### config.mk
export PLATFORM = sky130hd
export DESIGN_NAME = sub_word_store
export DESIGN_NICKNAME = d
export VERILOG_FILES = /design/src/rtl/sub_word_store.sv
export SDC_FILE = /design/constraint.sdc
export NUM_CORES = 1
export LEC_CHECK = 0
export BUFFER_PORTS_ARGS = -buffer_cell sky130_fd_sc_hd__buf_4
export CORE_UTILIZATION = 40
export DETAILED_ROUTE_END_ITERATION = 12
export PLACE_DENSITY = 0.68
export SLEW_MARGIN = 10
export SYNTH_ARGS = -nofsm -noshare
export SYNTH_HDL_FRONTEND = slang
export SYNTH_SLANG_ARGS = --single-unit
### constraint.sdc
create_clock -name clk -period 3.4 [get_ports clk]
set_input_delay 0.68 -clock clk [delete_from_list [all_inputs] [get_ports clk]]
set_output_delay 0.68 -clock clk [all_outputs]
set_load 0.1 [all_outputs]
### src/rtl/sub_word_store.sv
// sub_word_store: read-modify-write engine for sh/sb against a word-only
// data memory. It latches the request, reads the containing word, merges
// the narrowed store value into the addressed lane (little-endian) and
// writes the word back, holding busy for the whole sequence.
//
// Ports
//   clk, rst                 clock, asynchronous active-high reset
//   start, op_half           request pulse (IDLE only); 1 = sh, 0 = sb
//   addr, wdata              byte address and register value, latched on start
//   busy, done, err          stall, one-cycle completion, misalignment (with done)
//   mem_addr, mem_rd         word-aligned address, one-cycle read request
//   mem_rdata, mem_rvalid    read return
//   mem_wr, mem_wdata        one-cycle write strobe and merged word
//
// Build option: define SUB_WORD_STORE_ALIGN_CHECK_EN to reject sh with
// addr[0]=1 (done+err two cycles after start, no memory traffic). Without
// it addr[0] is ignored for sh and err is always 0.
//
// state  | meaning
// IDLE   | waiting for start
// RD     | mem_rd asserted for one cycle
// WAIT   | waiting for mem_rvalid, merged word captured on it
// WR     | mem_wr asserted with merged word
// DONE   | done pulse (misaligned path spends one extra cycle here first)

module sub_word_store #(
  parameter int ADDR_W = 32
) (
  input  logic              clk,
  input  logic              rst,
  input  logic              start,
  input  logic              op_half,
  input  logic [ADDR_W-1:0] addr,
  input  logic [31:0]       wdata,
  output logic              busy,
  output logic              done,
  output logic              err,
  output logic [ADDR_W-1:0] mem_addr,
  output logic              mem_rd,
  input  logic [31:0]       mem_rdata,
  input  logic              mem_rvalid,
  output logic              mem_wr,
  output logic [31:0]       mem_wdata
);

  localparam logic [2:0] S_IDLE = 3'd0;
  localparam logic [2:0] S_RD   = 3'd1;
  localparam logic [2:0] S_WAIT = 3'd2;
  localparam logic [2:0] S_WR   = 3'd3;
  localparam logic [2:0] S_DONE = 3'd4;

`ifdef SUB_WORD_STORE_ALIGN_CHECK_EN
  localparam logic ALIGN_CHK = 1'b1;
`else
  localparam logic ALIGN_CHK = 1'b0;
`endif

  logic [2:0]        state_q, state_d;
  logic              half_q, half_d;
  logic [1:0]        lane_q, lane_d;
  logic [15:0]       data_q, data_d;
  logic [ADDR_W-1:0] mem_addr_q, mem_addr_d;
  logic [31:0]       mem_wdata_q, mem_wdata_d;
  logic              busy_q, busy_d;
  logic              done_q, done_d;
  logic              err_q, err_d;
  logic              rd_q, rd_d;
  logic              wr_q, wr_d;
  logic              misalign;
  logic [31:0]       merged;

  // Bits above the stored width are discarded by definition.
  logic unused_wdata_hi;
  assign unused_wdata_hi = ^wdata[31:16];

  assign misalign = ALIGN_CHK & op_half & addr[0];

  always_comb begin
    merged = mem_rdata;
    if (half_q) begin
      if (lane_q[1]) merged[31:16] = data_q;
      else           merged[15:0]  = data_q;
    end else begin
      case (lane_q)
        2'd0:    merged[7:0]   = data_q[7:0];
        2'd1:    merged[15:8]  = data_q[7:0];
        2'd2:    merged[23:16] = data_q[7:0];
        default: merged[31:24] = data_q[7:0];
      endcase
    end
  end

  always_comb begin
    state_d     = state_q;
    half_d      = half_q;
    lane_d      = lane_q;
    data_d      = data_q;
    mem_addr_d  = mem_addr_q;
    mem_wdata_d = mem_wdata_q;
    busy_d      = busy_q;
    done_d      = 1'b0;
    err_d       = 1'b0;
    rd_d        = 1'b0;
    wr_d        = 1'b0;
    case (state_q)
      S_IDLE: begin
        if (start) begin
          half_d     = op_half;
          lane_d     = addr[1:0];
          data_d     = wdata[15:0];
          mem_addr_d = {addr[ADDR_W-1:2], 2'b00};
          busy_d     = 1'b1;
          if (misalign) begin
            state_d = S_DONE;
          end else begin
            state_d = S_RD;
            rd_d    = 1'b1;
          end
        end
      end
      S_RD: state_d = S_WAIT;
      S_WAIT: begin
        if (mem_rvalid) begin
          mem_wdata_d = merged;
          wr_d        = 1'b1;
          state_d     = S_WR;
        end
      end
      S_WR: begin
        done_d  = 1'b1;
        state_d = S_DONE;
      end
      S_DONE: begin
        // Entered with done_q low only from the misaligned shortcut: emit
        // the done/err pulse one cycle later so it lands two cycles after start.
        if (done_q) begin
          busy_d  = 1'b0;
          state_d = S_IDLE;
        end else begin
          done_d = 1'b1;
          err_d  = ALIGN_CHK;
        end
      end
      default: begin
        busy_d  = 1'b0;
        state_d = S_IDLE;
      end
    endcase
  end

  always_ff @(posedge clk or posedge rst) begin
    if (rst) begin
      state_q     <= S_IDLE;
      half_q      <= 1'b0;
      lane_q      <= 2'd0;
      data_q      <= 16'd0;
      mem_addr_q  <= '0;
      mem_wdata_q <= 32'd0;
      busy_q      <= 1'b0;
      done_q      <= 1'b0;
      err_q       <= 1'b0;
      rd_q        <= 1'b0;
      wr_q        <= 1'b0;
    end else begin
      state_q     <= state_d;
      half_q      <= half_d;
      lane_q      <= lane_d;
      data_q      <= data_d;
      mem_addr_q  <= mem_addr_d;
      mem_wdata_q <= mem_wdata_d;
      busy_q      <= busy_d;
      done_q      <= done_d;
      err_q       <= err_d;
      rd_q        <= rd_d;
      wr_q        <= wr_d;
    end
  end

  assign busy      = busy_q;
  assign done      = done_q;
  assign err       = err_q;
  assign mem_addr  = mem_addr_q;
  assign mem_rd    = rd_q;
  assign mem_wr    = wr_q;
  assign mem_wdata = mem_wdata_q;

endmodule

* Word-level counts from Yosys, hierarchy flattened
Cells that the tools add are included.
Operators by class: eq/ne operators 9, muxes and demuxes 20, bitwise operators 1, reduce and logical (&&, ||, !) cells 8
Operators with widths (count):
- 16-bit two-way mux | 2
- 32-bit two-way mux | 1
- 8-bit two-way mux | 4
- 3-bit case mux with 5 select lines | 1
- 3-bit two-way mux | 3
- 1-bit two-way mux | 7
- 3-bit by 2-bit == test with 1-bit output, second input constant | 2
- 2-bit != test, second input constant | 3
- 3-bit AND reduction | 2
- 3-bit OR reduction | 2
- 2-bit AND reduction | 2
- 3-bit by 1-bit == test with 1-bit output, second input constant | 1
- 3-bit == test, second input constant | 1
- 3-bit zero test | 1
- 1-bit case mux with 3 select lines | 1
- 2-bit by 1-bit == test with 1-bit output, second input constant | 1
- 2-bit == test, second input constant | 1
- 2-bit zero test | 1
- 1-bit case mux with 2 select lines | 1
- 1-bit NOT | 1
Storage, ports and cells: flip-flop bits (word level) 88, input bits 101, output and inout port bits 69, word-level logic and storage cells 48

* Depth between registers and ports, before layout
Gate-level depths: netlist (run 1).
depth after elaboration 4, depth in mapped cells 7, gate-level depth less buffers 4

* Worst setup path before layout (run 1)
OpenSTA, ideal clock, no wires.
kind input -> register, from input port start, to register mem_addr_q[16] (netlist: mem_addr[16]), library setup time 0.125 ns, data arrival time 1.476 ns, data required time 3.275 ns, path slack 1.798 ns, stages 4, buffers on the path 1, cells stage by stage nand2b_4 -> nor3_4 -> buf_6 -> mux2_2
On the way: cells in the longest elaborated chain, start to end 1
Ends and longest elaborated chain:
- from (decl) | RTL line 31 | input logic start,
- 2-bit AND reduction (no source line)
- to (signal assigned) | RTL line 169 | mem_addr_q <= mem_addr_d;
- to (decl) | RTL line 62 | logic [ADDR_W-1:0] mem_addr_q, mem_addr_d;
Every way passes these cells. A chain may end at the register's enable or synchronous reset.

* Worst setup path after layout (run 1)
from register state_q[1], to register mem_addr_q[3] (netlist: mem_addr[3])
On the way: cells in the longest elaborated chain, start to end 2
Ends and longest elaborated chain:
- from (decl) | RTL line 58 | logic [2:0] state_q, state_d;
- from (signal assigned) | RTL line 165 | state_q <= state_d;
- 3-bit zero test | RTL line 105 | case (state_q)
- 2-bit AND reduction (no source line)
Every way passes these cells.

==> results of run 1 <==
## critical path, cell delays in order (launching register included)
cell and delay, ns:
dfrtp_1 0.46, nand2b_4 0.19, nor3_4 0.53, buf_12 0.31
mux2_2 0.36
## cell families (layout without fill, tap and decap cells)
| family | Yosys count | count (layout) |
|---|---|---|
| flops | 88 | 88 |
| compound gates | 77 | 77 |
| simple gates | 75 | 75 |
| mux | 65 | 65 |
| buf+inv | 39 | 177 |
| other cells | 1 | 3 |
| xor+xnor | 1 | 1 |
## worst paths after layout
path	end	slack (ns)	depth (start not counted)
worst max-delay path	mem_addr[3]	1.42	4
max in group asynchronous	mem_wdata[24]	2.24	3
worst max register to register	mem_addr[3]	1.42	4
worst min-delay path	mem_addr[31]	0.42	2
min in group clk	mem_wdata[15]	0.48	2
worst min register to register	mem_wdata[15]	0.48	2
## layout make-up
type	instances	area share (%)
sequential	88	40.5
timing repair buffer	157	21.9
inverter	6	0.437
clock inverter	2	0.276
multi-input combinational	221	30.8
clock buffer	12	3.03
tap	133	3.06
## sequential cells by signal, indices dropped and copies added (netlist names), 2 cells and up
register	flops
mem_wdata	32
mem_addr	30
data_q	16
state_q	3
lane_q	2
## per-stage QoR
stage	cells	setup WS, ns	instance area, um2
after floorplan	348	0.441	4120
after global placement	605	1.20	5260
after detailed placement	605	1.16	5260
after CTS	619	1.38	5440
after global routing	619	1.28	5440
final	619	1.42	5440
## per-layer routing
layer | vias up | GRT usage [%] | wire length [um]
li1 | 1517 | - | -
met1 | 1508 | 25.1 | 4360
met2 | 138 | 31.7 | 4710
met3 | 11 | 5.98 | 829
met4 | 0 | 7.15 | 114
met5 | - | 0 | 0
## cells in the final DEF (no fill, tap or decap), types with 2 or more instances in the layout
cell,count
and3b_1,8
conb_1,3
clkbuf_8,12
nand3_1,16
mux2_2,49
a22o_1,8
nand2_1,10
and3_1,8
buf_4,156
mux2i_1,16
inv_1,4
nor2_1,18
nand2b_1,2
a32o_1,2
o21ai_0,16
a21oi_1,8
a211o_1,8
clkinvlp_4,2
a31oi_1,16
a211oi_1,9
dfrtp_1,87
and2_1,8
o31ai_1,8
==> impl_metrics.prom, run 1 <==
# TYPE chip_impl_metric gauge
chip_impl_metric{name="hold_slack",unit="ns"} 0.416
chip_impl_metric{name="fmax",unit="MHz"} 504
chip_impl_metric{name="async_flop_share",unit="%"} 100
chip_impl_info{name="grt_setup_unrepaired",value="no"} 1
chip_impl_metric{name="number_of_global_route_vias_before_repair",unit=""} 3155
chip_impl_metric{name="totalWireLength",unit="um"} 10000
chip_impl_metric{name="io_pins",unit=""} 170
chip_impl_metric{name="synth.area.mux_share",unit="%"} 17.3
chip_impl_info{name="setup.worst_path.start_class",value="flip-flop"} 1
chip_impl_metric{name="maxSlewViolCount",unit=""} 0
chip_impl_metric{name="finalCoreUtilization",unit="%"} 55.2
chip_impl_info{name="synth_top_area_cell",value="dfrtp_1"} 1
chip_impl_metric{name="yosysWarningCount",unit=""} 0
chip_impl_metric{name="timing.slew.headroom",unit="%"} 52.3
chip_impl_metric{name="ys_seq_elements",unit=""} 88
chip_impl_metric{name="synth-edff-count",unit=""} 0
chip_impl_metric{name="grt_pass1_wl",unit="um"} 15800
chip_impl_metric{name="finalHoldViolations",unit=""} 0
chip_impl_info{name="yosys-top-cells-area",value="dfrtp_1 54%, mux2_2 13%, mux2i_1 3.9%"} 1
chip_impl_metric{name="floorplan.initialDensity",unit="%"} 41.7
chip_impl_metric{name="fin_setup_tns",unit="ns"} 0
chip_impl_metric{name="floorplan.die_area",unit="um2"} 10700
chip_impl_metric{name="synthXorXnorAreaFrac",unit="%"} 0.213
chip_impl_metric{name="viasPerCell",unit=""} 5.13
chip_impl_metric{name="netlist_area",unit="um2"} 4110
chip_impl_metric{name="worstPathArrival",unit="ns"} 2.22
chip_impl_metric{name="die_w",unit="um"} 103
chip_impl_metric{name="syn_to_final_growth",unit="%"} 32.5
chip_impl_metric{name="dieHeight",unit="um"} 103
chip_impl_metric{name="share_of_post_route_cells_with_drive_strength_above_1",unit="%"} 46.5
chip_impl_metric{name="grt_util_all_layers",unit="%"} 19.7
chip_impl_metric{name="worstPathMaxFanout",unit=""} 38
chip_impl_metric{name="sinks_on_the_clock_net",unit=""} 88
chip_impl_metric{name="detail_route.iter0.violations",unit=""} 123
chip_impl_metric{name="synthesis.instances",unit=""} 346
chip_impl_metric{name="skew",unit="ns"} 0.00752
chip_impl_metric{name="synth_compound_gate_area_share",unit="%"} 12.7
chip_impl_metric{name="synth_fa_ha_area_share",unit="%"} 0
chip_impl_metric{name="required",unit="ns"} 3.64
chip_impl_info{name="yosysMostFrequentCell",value="dfrtp_1"} 1
chip_impl_metric{name="maximum_number_of_pins_on_one_net_before_global_route_repair",unit=""} 43
chip_impl_metric{name="multi_input_comb_area",unit="um2"} 1680
chip_impl_metric{name="diodes",unit=""} 0
chip_impl_info{name="critical_path.endpoint_type",value="flip-flop"} 1
chip_impl_info{name="dominant_synthesized_flop_cell",value="dfrtp_1"} 1
chip_impl_metric{name="first_pass_iters",unit=""} 4
chip_impl_metric{name="synthesized_area_fraction_occupied_by_and_or_nand_nor_cells",unit="%"} 10.3
chip_impl_metric{name="grt-ovfl-total",unit=""} 0
chip_impl_metric{name="tightestPinTransition",unit="ns"} 0.715
chip_impl_info{name="status",value="complete, no violations"} 1
chip_impl_metric{name="synth_cell_type_count",unit=""} 34
chip_impl_metric{name="post-dp-hpwl",unit="um"} 7130
chip_impl_metric{name="total_of_cells_resized_after_clock_tree_synthesis",unit=""} 0
chip_impl_metric{name="ys_seq_area_share",unit="%"} 53.6
chip_impl_metric{name="fin_crit",unit="ns"} 1.98
chip_impl_metric{name="syn_avg_cell_area",unit="um2"} 11.9
chip_impl_metric{name="detail_route.drc_violations",unit=""} 0
chip_impl_info{name="cts_tree",value="done"} 1
chip_impl_metric{name="placeableCoreArea",unit="um2"} 9860
chip_impl_metric{name="numCtsBuffers",unit=""} 9
chip_impl_metric{name="finalSetupViolations",unit=""} 0
chip_impl_metric{name="routability_driven_placement_congestion_ratio",unit=""} 0.756
chip_impl_info{name="dominant_combinational_cell_family_by_area_after_synthesis",value="multiplexers"} 1
chip_impl_metric{name="worst_setup_hold_path_clk_slew",unit="ns"} 0.08
chip_impl_metric{name="io_buffer_count",unit=""} 150
chip_impl_info{name="synth_top_cells_by_count",value="88 x dfrtp_1, 49 x mux2_2, 18 x nor2_1"} 1
chip_impl_metric{name="layout.filler_cells",unit=""} 883
chip_impl_metric{name="via_count",unit=""} 3174
chip_impl_info{name="worstReg2RegStart",value="state_q[1]"} 1
chip_impl_metric{name="area.sequential",unit="um2"} 2200
chip_impl_metric{name="ctsHtreeMaxLevel",unit=""} 3
chip_impl_metric{name="antenna_found_initial",unit=""} 0
chip_impl_metric{name="cts_buffer_depth",unit=""} 2
chip_impl_metric{name="netlist.area_leader.share",unit="%"} 53.6
chip_impl_metric{name="cts_hold_repair.buffers",unit=""} 0
chip_impl_metric{name="design.final.nets",unit=""} 584
chip_impl_info{name="setup.worst_path.class",value="reg2reg"} 1
chip_impl_metric{name="worstSkewPairLatency",unit="ns"} 0.35
chip_impl_metric{name="fp_rows",unit=""} 36
chip_impl_info{name="clk_root_buffer_cell",value="clkbuf_8"} 1
chip_impl_metric{name="layout_worst_path_cycle_share",unit="%"} 58.4
chip_impl_metric{name="drt.antenna.violating_nets",unit=""} 0
chip_impl_info{name="hp-class",value="in2async"} 1
chip_impl_metric{name="routedWlPerCell",unit="um"} 16.2
chip_impl_metric{name="postCtsSetupBuffers",unit=""} 0
chip_impl_metric{name="maxCapViolCount",unit=""} 0
chip_impl_info{name="crit_path_start",value="state_q[1]"} 1
Power of run 1 is not shown: default switching activity piles up to over one toggle a cycle in this logic, so the estimate is an artifact.
==> inputs of run 2 (changes only) <==
- PLACE_DENSITY: 0.68 -> 0.71
- clock period: 3.4 -> 1.7 ns (I/O delays scaled with it)
==> run 2 against run 1 <==
  * Non-clock buffer count up 5
  * Hold slack lost 0.30 ns
  * Critical endpoint is now mem_wdata[18]
  * Clock-buffer cell count increased by 2
  * Global-route usage is 0.24 points higher
  * Cell count is 0.97% higher
  * Largest cell class unchanged
  * Routed wire length rose by 3.3%
  * Critical path depth is the same
  * Core utilization is 0.61 points higher
  * Highest routed layer unchanged
==> impl_metrics.prom, run 2 (synthesis results as in run 1) <==
# TYPE chip_impl_metric gauge
chip_impl_metric{name="finalCoreUtilization",unit="%"} 55.8
chip_impl_metric{name="grt-ovfl-total",unit=""} 0
chip_impl_metric{name="maxSlewViolCount",unit=""} 0
chip_impl_metric{name="grt_pass1_wl",unit="um"} 15800
chip_impl_metric{name="required",unit="ns"} 1.98
chip_impl_metric{name="floorplan.die_area",unit="um2"} 10700
chip_impl_metric{name="largest_reg_flops",unit=""} 32
chip_impl_metric{name="timing.critical_path.slowest_cell_delay",unit="ns"} 0.49
chip_impl_metric{name="first_pass_iters",unit=""} 4
chip_impl_info{name="layout.cells.most_common_list",value="159 x buf_4, 87 x dfrtp_1, 49 x mux2_2"} 1
chip_impl_metric{name="routedWlPerCell",unit="um"} 16.6
chip_impl_info{name="setup.worst_path.start_class",value="flip-flop"} 1
chip_impl_metric{name="design.final.nets",unit=""} 589
chip_impl_metric{name="antenna_found_initial",unit=""} 0
chip_impl_metric{name="routability_driven_placement_congestion_ratio",unit=""} 0.747
chip_impl_metric{name="worstPathArrival",unit="ns"} 1.81
chip_impl_metric{name="tightestPinTransition",unit="ns"} 0.586
chip_impl_metric{name="layout.filler_cells",unit=""} 873
chip_impl_metric{name="totalWireLength",unit="um"} 10400
chip_impl_metric{name="dieHeight",unit="um"} 103
chip_impl_info{name="worstReg2RegStart",value="state_q[2]"} 1
chip_impl_metric{name="viasPerCell",unit=""} 5.08
chip_impl_metric{name="placeableCoreArea",unit="um2"} 9860
chip_impl_info{name="timing.critical_path.max_delay_family",value="flip-flops"} 1
chip_impl_metric{name="timing.slew.headroom",unit="%"} 60.9
chip_impl_metric{name="diodes",unit=""} 0
chip_impl_metric{name="cts_buffer_depth",unit=""} 2
chip_impl_metric{name="ctsHtreeMaxLevel",unit=""} 3
chip_impl_metric{name="finalHoldViolations",unit=""} 0
chip_impl_metric{name="sinks_on_the_clock_net",unit=""} 88
chip_impl_metric{name="fin_setup_tns",unit="ns"} 0
chip_impl_metric{name="share_of_post_route_cells_with_drive_strength_above_1",unit="%"} 46.1
chip_impl_info{name="maxUsedRoutingLayer",value="met4"} 1
chip_impl_info{name="timing.critical_path.slowest_stage_cell",value="dfrtp_1"} 1
chip_impl_info{name="crit_path_cell_trace",value="nand4bb_1 -> inv_4 -> nor2_1 -> a31oi_1"} 1
chip_impl_metric{name="met3_length",unit="um"} 832
chip_impl_metric{name="io_pins",unit=""} 170
chip_impl_metric{name="numCtsBuffers",unit=""} 9
chip_impl_metric{name="detail_route.iter0.violations",unit=""} 108
chip_impl_info{name="crit_path_start",value="state_q[2]"} 1
chip_impl_metric{name="worst-path-buf-inv",unit=""} 1
chip_impl_metric{name="floorplan.initialDensity",unit="%"} 41.7
chip_impl_metric{name="fmax",unit="MHz"} 652
chip_impl_metric{name="fin_crit",unit="ns"} 1.53
chip_impl_metric{name="number_of_global_route_vias_before_repair",unit=""} 3205
chip_impl_metric{name="detail_route.drc_violations",unit=""} 0
chip_impl_info{name="hp-class",value="in2async"} 1
chip_impl_metric{name="syn_to_final_growth",unit="%"} 34.0
chip_impl_info{name="grt_setup_unrepaired",value="no"} 1
chip_impl_metric{name="pre_cts_ws",unit="ns"} 0.0821
chip_impl_metric{name="post-dp-hpwl",unit="um"} 7310
chip_impl_metric{name="postLayoutSetupSlackWorst",unit="ns"} 0.165
chip_impl_metric{name="skew",unit="ns"} 0.00707
chip_impl_metric{name="grt_util_all_layers",unit="%"} 19.9
chip_impl_metric{name="io_buffer_count",unit=""} 150
chip_impl_info{name="status",value="complete, no violations"} 1
chip_impl_info{name="layout.cells.most_common",value="buf_4"} 1
chip_impl_metric{name="worst_setup_hold_path_clk_slew",unit="ns"} 0.09
chip_impl_metric{name="maxCapViolCount",unit=""} 0
chip_impl_metric{name="finalSetupViolations",unit=""} 0
chip_impl_metric{name="route.met2.wl",unit="um"} 4740
chip_impl_info{name="cts_tree",value="done"} 1
chip_impl_info{name="critical_path.endpoint_type",value="flip-flop"} 1
chip_impl_metric{name="via_count",unit=""} 3177
chip_impl_metric{name="drt-met1-wl",unit="um"} 4570
chip_impl_metric{name="fp_rows",unit=""} 36
chip_impl_metric{name="postCtsSetupBuffers",unit=""} 0
chip_impl_metric{name="worstSkewPairLatency",unit="ns"} 0.35
chip_impl_info{name="clk_root_buffer_cell",value="clkbuf_8"} 1
chip_impl_info{name="setup.worst_path.class",value="reg2reg"} 1
chip_impl_metric{name="maximum_number_of_pins_on_one_net_before_global_route_repair",unit=""} 89
chip_impl_metric{name="worstPathMaxFanout",unit=""} 33
chip_impl_metric{name="drt.antenna.violating_nets",unit=""} 0
chip_impl_metric{name="die_w",unit="um"} 103
chip_impl_metric{name="layout_worst_path_cycle_share",unit="%"} 90.3
[run 2: cell count changes in the layout (fill, tap and decap cells not counted)]
cell        delta
bufinv_16      +1
clkbuf_8       -3
inv_2          -1
inv_4          +1
buf_4          +3
clkbuf_1       +5
clkinvlp_4     -1
buf_12         +2
clkinv_2       -1
[run 2: path summary, 6_finish.rpt]
check                      cells past startpoint  slack [ns]             to
hold reg to reg                                2        0.48  mem_wdata[12]
setup reg to reg                               4        0.17  mem_wdata[18]
min in group clk                               2        0.21      data_q[8]
setup / recovery                               4        0.17  mem_wdata[18]
max in group asynchronous                      3        1.22  mem_wdata[15]
hold / removal                                 3        0.11    mem_addr[6]
[run 2: layer usage]
metal | global-route usage (%) | vias up
met2 | 32.0 | 104
met4 | 8.99 | 0
met3 | 6.32 | 14
met5 | 0 | -
li1 | - | 1532
met1 | 24.6 | 1527
[run 2: final cells by class]
cell class | instances | area [um2] | area share, %
sequential | 88 | 2200 | 40.0
inverter | 6 | 28.8 | 0.523
clock inverter | 1 | 30.0 | 0.546
clock buffer | 14 | 143 | 2.59
multi-input combinational | 221 | 1680 | 30.5
tap | 133 | 166 | 3.02
timing repair buffer | 162 | 1250 | 22.8
[run 2: metrics by stage]
step	cell area, um2	std cells	hold slack, ns
floorplan	4120	348	0.487
global placement	5330	610	0.471
detailed placement	5330	610	0.472
CTS	5500	625	0.136
global route	5500	625	0.154
finish	5500	625	0.111
[run 2: worst min-delay path: stages]
cell and delay (ns):
buf_4 0.12, clkinvlp_4 0.07, buf_12 0.38
[run 2: what timing repair did]
| item | in CTS | in global routing |
|---|---|---|
| gates resized for setup | 0 | 2 |
| endpoints found under the setup margin | 0 | 11 |
| hold buffers | 0 | 0 |
Power of run 2 is left out for the same reason.
==> inputs of run 3 (changes only) <==
- PLACE_DENSITY: 0.71 -> not set
- PLACE_DENSITY_LB_ADDON: not set -> 0.08
- clock period: 1.7 -> 2 ns (I/O delays scaled with it)
==> run 3 against run 2 <==
  * Global-route usage shrank 0.77 points
  * Routed wire length shrank 3.6%
  * Cell count shrank 0.16%
  * Non-clock buffer count shrank 2
  * Core utilization is essentially flat
  * Via count shrank 1.7%
  * Clock skew grew 0.010 ns
  * Maximum frequency shrank 11%
  * Sequential share of layout area is essentially flat
  * Setup slack gained 0.11 ns
  * Critical path type unchanged
  * Critical endpoint is now mem_wdata[26]
  * Largest cell class unchanged
==> impl_metrics.prom, run 3 (synthesis results as in run 1) <==
# TYPE chip_impl_metric gauge
chip_impl_info{name="setup.worst_path.class",value="reg2reg"} 1
chip_impl_metric{name="sinks_on_the_clock_net",unit=""} 88
chip_impl_metric{name="number_of_global_route_vias_before_repair",unit=""} 3015
chip_impl_metric{name="ctsHtreeMaxLevel",unit=""} 3
chip_impl_metric{name="tightestPinTransition",unit="ns"} 0.563
chip_impl_metric{name="grt_pass1_wl",unit="um"} 15300
chip_impl_metric{name="fin_crit",unit="ns"} 1.72
chip_impl_metric{name="cts_hold_repair.buffers",unit=""} 0
chip_impl_metric{name="maxCapViolCount",unit=""} 0
chip_impl_metric{name="area.sequential",unit="um2"} 2200
chip_impl_metric{name="io_pins",unit=""} 170
chip_impl_metric{name="total_of_cells_resized_after_clock_tree_synthesis",unit=""} 0
chip_impl_info{name="clk_root_buffer_cell",value="clkbuf_8"} 1
chip_impl_metric{name="grt-ovfl-total",unit=""} 0
chip_impl_metric{name="dieHeight",unit="um"} 103
chip_impl_metric{name="post-dp-hpwl",unit="um"} 7050
chip_impl_metric{name="layout.filler_cells",unit=""} 872
chip_impl_metric{name="skew",unit="ns"} 0.0172
chip_impl_metric{name="worst_setup_hold_path_clk_slew",unit="ns"} 0.09
chip_impl_info{name="hp-class",value="in2async"} 1
chip_impl_metric{name="routability_driven_placement_congestion_ratio",unit=""} 0.720
chip_impl_metric{name="worstPathArrival",unit="ns"} 1.96
chip_impl_metric{name="multi_input_comb_area",unit="um2"} 1680
chip_impl_metric{name="grt_util_all_layers",unit="%"} 19.1
chip_impl_metric{name="design.final.nets",unit=""} 587
chip_impl_metric{name="detail_route.drc_violations",unit=""} 0
chip_impl_info{name="setup.worst_path.start_class",value="flip-flop"} 1
chip_impl_metric{name="maxSlewViolCount",unit=""} 0
chip_impl_metric{name="maximum_number_of_pins_on_one_net_before_global_route_repair",unit=""} 89
chip_impl_metric{name="syn_to_final_growth",unit="%"} 33.9
chip_impl_metric{name="cts_buffer_depth",unit=""} 2
chip_impl_metric{name="timing.slew.headroom",unit="%"} 62.5
chip_impl_metric{name="drt.antenna.violating_nets",unit=""} 0
chip_impl_metric{name="finalSetupViolations",unit=""} 0
chip_impl_metric{name="layout_worst_path_cycle_share",unit="%"} 86.0
chip_impl_metric{name="numCtsBuffers",unit=""} 9
chip_impl_metric{name="fmax",unit="MHz"} 581
chip_impl_metric{name="largest_reg_flops",unit=""} 32
chip_impl_metric{name="finalHoldViolations",unit=""} 0
chip_impl_metric{name="number_of_cells_in_the_design_after_placement",unit=""} 608
chip_impl_metric{name="fp_rows",unit=""} 36
chip_impl_info{name="cts_tree",value="done"} 1
chip_impl_metric{name="diodes",unit=""} 0
chip_impl_metric{name="fin_setup_tns",unit="ns"} 0
chip_impl_metric{name="die_w",unit="um"} 103
chip_impl_metric{name="finish.cell_count_without_fillers",unit=""} 624
chip_impl_metric{name="first_pass_iters",unit=""} 4
chip_impl_metric{name="floorplan.die_area",unit="um2"} 10700
chip_impl_metric{name="floorplan.initialDensity",unit="%"} 41.7
chip_impl_info{name="critical_path.endpoint_type",value="flip-flop"} 1
chip_impl_metric{name="viasPerCell",unit=""} 5.00
chip_impl_metric{name="required",unit="ns"} 2.24
chip_impl_metric{name="via_count",unit=""} 3123
chip_impl_metric{name="routedWlPerCell",unit="um"} 16.0
chip_impl_metric{name="postCtsSetupBuffers",unit=""} 0
chip_impl_metric{name="placeableCoreArea",unit="um2"} 9860
chip_impl_info{name="grt_setup_unrepaired",value="no"} 1
chip_impl_metric{name="worstSkewPairLatency",unit="ns"} 0.36
chip_impl_metric{name="totalWireLength",unit="um"} 9980
chip_impl_info{name="layout.cells.most_common",value="buf_4"} 1
chip_impl_metric{name="antenna_found_initial",unit=""} 0
chip_impl_metric{name="io_buffer_count",unit=""} 150
chip_impl_metric{name="share_of_post_route_cells_with_drive_strength_above_1",unit="%"} 46.6
chip_impl_metric{name="worstPathMaxFanout",unit=""} 21
chip_impl_info{name="layout.cells.most_common_list",value="158 x buf_4, 87 x dfrtp_1, 49 x mux2_2"} 1
chip_impl_metric{name="detail_route.iter0.violations",unit=""} 92
chip_impl_info{name="status",value="complete, no violations"} 1
run 3: changes by cell type in the layout (fill, tap and decap cells not counted), sizes merged:
cell      change
clkinv        +2
clkinvlp      +1
clkbuf        -2
buf           -2
run 3: path summary, 6_finish.rpt:
path | startpoint | to | slack (ns) | depth (start not counted)
min reg2reg | mem_wdata[15] | mem_wdata[15] | 0.49 | 2
max in group asynchronous | rst | lane_q[1] | 1.44 | 3
max | lane_q[0] | mem_wdata[26] | 0.28 | 3
min | rst | mem_addr[12] | 0.14 | 3
min in group clk | addr[8] | mem_addr[8] | 0.27 | 2
max reg2reg | lane_q[0] | mem_wdata[26] | 0.28 | 3
run 3: stage by stage:
stage	hold slack, ns	setup WS [ns]	instance area [um2]	utilization, %
finish	0.138	0.280	5500	55.8
global route	0.174	0.171	5500	55.8
CTS	0.191	0.301	5500	55.8
detailed placement	0.472	0.331	5300	53.7
global placement	0.467	0.347	5300	53.7
floorplan	0.502	0.544	4120	-
run 3: layout make-up:
cell class / instances / area share [%]
inverters: 6 / 0.478
well taps: 133 / 3.02
clock inverters: 4 / 1.00
clock buffers: 12 / 2.64
flip-flops and latches: 88 / 40.0
multi-input cells: 221 / 30.5
repair buffers: 160 / 22.3
run 3: critical path, stage by stage (launching register included):
cell	delay [ns]
dfrtp_1	0.70
nand2_1	0.35
a211o_1	0.37
a22o_1	0.18
run 3: routing by layer:
layer | vias up | GRT usage [%] | routed length (um)
li1 | 1522 | - | -
met2 | 111 | 29.9 | 4740
met3 | 8 | 5.91 | 674
met1 | 1482 | 25.8 | 4460
met5 | - | 0 | 0
met4 | 0 | 5.20 | 106
Power of run 3 is left out for the same reason.
